<file path="src/rtl/mux_32to1_if.sv">
// Bundle for the registered word multiplexer: packed source words, select
// index, and the registered selected word.
interface mux_32to1_if #(
  parameter int N     = 32,
  parameter int WIDTH = 32,
  parameter int SEL_W = 5
);
  logic [N*WIDTH-1:0] d;
  logic [SEL_W-1:0]   sel;
  logic [WIDTH-1:0]   y;

  modport master (output d, output sel, input y);
  modport slave  (input d, input sel, output y);
endinterface

</file>
<file path="src/rtl/mux_32to1.sv">
// Registered N:1 word multiplexer: a binary mux tree of depth SEL_W feeding one
// output register. Indices at or beyond N read zero padding.
module mux_32to1 #(
  parameter int N     = 32,
  parameter int WIDTH = 32,
  parameter int SEL_W = 5
) (
  input logic        clk,
  input logic        rst_n,
  mux_32to1_if.slave bus
);
  localparam int LEAVES = 1 << SEL_W;

  logic [LEAVES*WIDTH-1:0] leaf_s;
  logic [WIDTH-1:0]        y_d;
  logic [WIDTH-1:0]        y_q;

  // Pad unused leaves with zero so out-of-range selects resolve to 0 in the tree.
  if (LEAVES > N) begin : g_pad
    assign leaf_s = {{((LEAVES-N)*WIDTH){1'b0}}, bus.d};
  end else begin : g_nopad
    assign leaf_s = bus.d[LEAVES*WIDTH-1:0];
  end

  // Level l halves the candidates using sel[l]; a known select bit never lets
  // an unselected word leak into the result.
  for (genvar l = 0; l < SEL_W; l++) begin : g_lvl
    localparam int CNT = LEAVES >> (l + 1);
    logic [2*CNT*WIDTH-1:0] in_s;
    logic [CNT*WIDTH-1:0]   out_s;

    if (l == 0) begin : g_first
      assign in_s = leaf_s;
    end else begin : g_next
      assign in_s = g_lvl[l-1].out_s;
    end

    for (genvar k = 0; k < CNT; k++) begin : g_node
      assign out_s[k*WIDTH +: WIDTH] = bus.sel[l] ? in_s[(2*k+1)*WIDTH +: WIDTH]
                                                  : in_s[(2*k)*WIDTH +: WIDTH];
    end
  end

  assign y_d = g_lvl[SEL_W-1].out_s;

  // Output register; reset clears it without waiting for a clock.
  always_ff @(posedge clk or negedge rst_n) begin
    if (!rst_n) begin
      y_q <= {WIDTH{1'b0}};
    end else begin
      y_q <= y_d;
    end
  end

  assign bus.y = y_q;
endmodule

</file>
<file path="src/flat_wrapper.sv">
// flat-port wrapper written by rule: the top's interface ports become plain ports
module mux_32to1_flat 
#(
  parameter int N     = 32,
  parameter int WIDTH = 32,
  parameter int SEL_W = 5
)
  (clk, rst_n, bus_d, bus_sel, bus_y);
  mux_32to1_if #(.N(N), .WIDTH(WIDTH), .SEL_W(SEL_W)) bus_i ();
  input logic clk;
  input logic rst_n;
  input wire logic [$bits(bus_i.d)-1:0] bus_d;
  input wire logic [$bits(bus_i.sel)-1:0] bus_sel;
  output wire logic [$bits(bus_i.y)-1:0] bus_y;
  assign bus_i.d = bus_d;
  assign bus_i.sel = bus_sel;
  assign bus_y = bus_i.y;
  mux_32to1 #(.N(N), .WIDTH(WIDTH), .SEL_W(SEL_W)) u_core (.clk(clk), .rst_n(rst_n), .bus(bus_i));
endmodule
</file>
<file path="config.mk">
export PLATFORM = sky130hd
export DESIGN_NAME = mux_32to1_flat
export DESIGN_NICKNAME = d
export VERILOG_FILES = /design/src/rtl/mux_32to1_if.sv /design/src/rtl/mux_32to1.sv /design/src/flat_wrapper.sv
export SDC_FILE = /design/constraint.sdc
export NUM_CORES = 1
export LEC_CHECK = 0
export ABC_CLOCK_PERIOD_IN_PS = 800
export BUFFER_PORTS_ARGS = -buffer_cell sky130_fd_sc_hd__buf_2
export CAP_MARGIN = 30
export CORE_AREA = 2 2 414 416
export CTS_CLUSTER_DIAMETER = 100
export DETAILED_ROUTE_END_ITERATION = 8
export DIE_AREA = 0 0 416 418
export PLACE_DENSITY = 0.3
export SLEW_MARGIN = 20
export SYNTH_ARGS = -nofsm -noshare
export SYNTH_HDL_FRONTEND = slang
export SYNTH_SLANG_ARGS = --single-unit
</file>
<file path="constraint.sdc">
create_clock -name clk -period 0.8 [get_ports clk]
set_input_delay 0.04 -clock clk [delete_from_list [all_inputs] [get_ports clk]]
set_output_delay 0.04 -clock clk [all_outputs]
set_load 0.005 [all_outputs]
</file>
**After elaboration in Yosys (flattened, before gate mapping)**

Index checks and enable logic that the tools add are counted.

- Mux-type cells: 31

Operator list:

| kind | count |
|---|---|
| $mux 32 | 31 |

- Input bits: 1031
- Flip-flop bits (word level): 32
- Output and inout port bits: 32

**Logic depth before layout (Yosys ltp)**

- Depth in word-level cells: 5
- Gate-level depth with buffers: 8
- Mapped depth without buffers: 5

**Worst setup path before layout**

OpenSTA, ideal clock, no wires.

- Path kind: input to register
- From: in bus_sel[1]
- To: reg u_core.y_q[25], in the netlist u_core.bus.y[25]
- Data required time: 0.671 ns
- Setup time: 0.129 ns
- Path buffers: 4
- Arrival time: 1.114 ns
- Slack: -0.443 ns
- Stages: 8
- Path through: buf_4 -> buf_6 -> buf_6 -> buf_6 -> mux2i_1 -> a22oi_1 -> a31oi_1 -> nand3_1

- Longest elaborated chain between the ends: 4
- Elaborated cells between the ends (all ways): 15

Ends and longest elaborated chain:

| element | RTL line | source |
|---|---|---|
| from (decl) | flat_wrapper.sv:13 | `input wire logic [$bits(bus_i.sel)-1:0] bus_sel;` |
| $mux 32 (3 in a row) | mux_32to1.sv:39 | `assign out_s[k*WIDTH +: WIDTH] = bus.sel[l] ? in_s[(2*k+1)*WIDTH +: WIDTH]` |
| $mux 32 * | mux_32to1.sv:39 |  |
| via u_core.g_lvl[4].out_s[25] | mux_32to1.sv:30 | `logic [CNT*WIDTH-1:0] out_s;` |
| to (signal assigned) | mux_32to1.sv:49 | `y_q <= {WIDTH{1'b0}};` |
| to (signal assigned) | mux_32to1.sv:51 | `y_q <= y_d;` |
| to (decl) | mux_32to1.sv:16 | `logic [WIDTH-1:0] y_q;` |

Mark *: on every way through the listed nets, which the timed path passes. The rest lies on a longest branch.

**Worst setup path in the final report**

- From: in bus_sel[1]
- To: reg u_core.y_q[22], in the netlist u_core.bus.y[22]

Same word-level chain as after synthesis.

==> impl_metrics.toml <==
[grt]
grt_max_degree = 28
overflow = 0
antenna_found_initial = 93
grt_pass1_vias = 16576
grt_first_pass_wirelength_mm = 166.2
gr-usage-all-layers = 0.1460

[route]
ant_nets = 0
wl_per_cell_um = 28.36
drt_iter0_drc = 955
via_per_inst = 3.389
drc = 0
dr.pass1.iters = 5
num_vias = 15914
drt_wl_total_mm = 133.2

[logic_synthesis]
synth_xor_area_frac = 0
ys_seq_area_frac = 0.08266
synth_seq_cells = 32
synth_top_area_share = 0.5290
muxShareOfSynthArea = 0.5290
synth_cells = 1190
synth_top_area_cell = "mux2i_1"
netlist_area_mm2 = 0.009688
synthTopCellsByArea = "mux2i_1, dfrtp_1, a22oi_1"
synthSimpleGateAreaFrac = 0.1081
synth_fa_ha_area_frac = 0
synth_top_family_by_area = "multiplexers"
ys.warnings.count = 0
synth-compound-area-share = 0.2025
syn_nets = 2221
synth.distinct_cells = 21
syn_avg_cell_area_um2 = 8.141

[layout]
drive_above_1_share = 0.6869
largest_reg_flops = 32
area_delta_synth_final_pct = 146.8
fin_cells = 4696
mostFrequentLayoutCell = "buf_2"
final_cell_mix = "buf_2, mux2i_1, buf_4"
final_nets = 3500

[worst_hold_path]
min_path_type = "in2reg"

[power_and_ir_drop]
powerDensity_mw_per_mm2 = 781.9
leakage_uw = 0.01123
ir_worst_vdd_mv = 0.8064

[sta]
layout_setup_ws_ps = -591.6
slew_headroom = 0.6481
max_freq_ghz = 0.7186
hold_viol = 0
period_share = 1.739
rsz0062_at_grt = "yes"
slew_violations = 0
layout_min_cycle_time_ps = 1392
worst_slew_pin_slew_ps = 527.9
setup_viol = 64

[critical_path]
cp-end-kind = "register"
start_kind = "input pin"
cp.arrival_ps = 1600
endpoint = "u_core.bus.y[22]"
crit_fanout = 7
worstPathRequired_ps = 1010
crit_type = "in2reg"
crit_start = "bus_sel[1]"

[floorplan]
die_w_um = 416
start_util = 0.05729
num_rows = 151
die_height_um = 418
dieArea_mm2 = 0.1739
coreArea_mm2 = 0.1691
pin_count = 1063

[cts]
clockBufferDepth = 2
clockRootBuffer = "clkbuf_16"
htreeDepth = 2
path_clk_slew_ps = 100
clkSinkCount = 32
cts_made_buffers = 5
cts_tree = "yes"

[placement]
gp_congestion = 0.9128
io_buffers = 1062
post-place-ws_ps = -1627
hpwl_mm = 115.7
place_inst = 4576

[job]
drv_cap = 0

[outcome]
violations = "setup timing"
outcome = "finished with violations"
[cell families (layout without fill, tap and decap cells)]
group / Yosys count / in the layout
mux: 512 / 512
compound gates: 288 / 288
flops: 32 / 32
simple gates: 232 / 232
buf+inv: 126 / 1405
other cells: 0 / 9
[worst min-delay path by stage]
| stage | start | endpoint | slack, ps | cells past startpoint |
|---|---|---|---|---|
| floorplan | rst_n | u_core.bus.y[0] | -260 | 0 |
| global placement | rst_n | u_core.bus.y[22] | 20 | 2 |
| detailed placement | rst_n | u_core.bus.y[22] | 20 | 2 |
| CTS | bus_d[865] | u_core.bus.y[1] | 2 | 5 |
| global route | bus_d[382] | u_core.bus.y[30] | 80 | 5 |
| finish | bus_d[865] | u_core.bus.y[1] | 50 | 5 |
[cell usage after synthesis]
cell type,instances
buf_6,15
buf_4,34
or2_2,1
nand2b_1,2
a21oi_1,96
nand3_1,96
a22oi_1,96
buf_2,26
and2_1,1
nor2b_1,1
clkbuf_1,43
nand2_1,97
clkbuf_4,2
buf_1,6
nor2_1,1
a22o_1,64
nor3_1,32
mux2i_1,512
dfrtp_1,32
and2b_1,1
a31oi_1,32
[timing repair]
item	CTS	global route
pin swaps	107	67
endpoints found under the setup margin	64	64
resized for setup	459	156
endpoints found under the hold margin	32	0
hold buffers	1	0
buffers inserted	61	36
gates cloned	25	3
[layout make-up]
class                           count  area, um2
Fill cell                       19495     145200
Multi-Input combinational cell   1032      10200
Timing Repair Buffer             1398       9961
Tap cell                         2218       2775
Sequential cell                    32      809.5
Clock buffer                        5      125.1
Antenna cell                        9      22.52
Clock inverter                      2      12.51
[critical path: stages]
cell	delay, ps
buf_16	150
buf_16	180
buf_12	150
buf_4	140
mux2i_1	250
a22oi_1	150
a31oi_2	250
buf_4	190
nand3_1	80
[power breakdown]
part	internal [uW]	switching (uW)	total, uW
clock network	1150	1400	2550
logic	7070	6980	14000
registers	1870	230	2100
total	10100	8610	18700
[per-stage QoR]
stage	util	area, um2	total power (uW)	setup TNS [ps]	hold WS [ps]
4_1_cts	0.1355	22910	18530	-21270	2.471
6_report	0.1414	23910	18690	-19850	51.28
2_1_floorplan	-	9881	5911	-10610	-255.6
3_3_place_gp	0.1147	19400	13180	-41870	21.94
3_5_place_dp	0.1148	19400	13140	-42110	17.70
5_1_grt	0.1413	23890	19790	-22280	77.60
[routing by layer]
layer,vias to the layer above,part of all wire,track usage
li1,7202,-,-
met1,7752,0.43,0.1901
met2,729,0.48,0.2469
met3,173,0.074,0.04014
met4,58,0.011,0.01325
met5,-,0.0029,0
(Power assumes the default switching activity.)
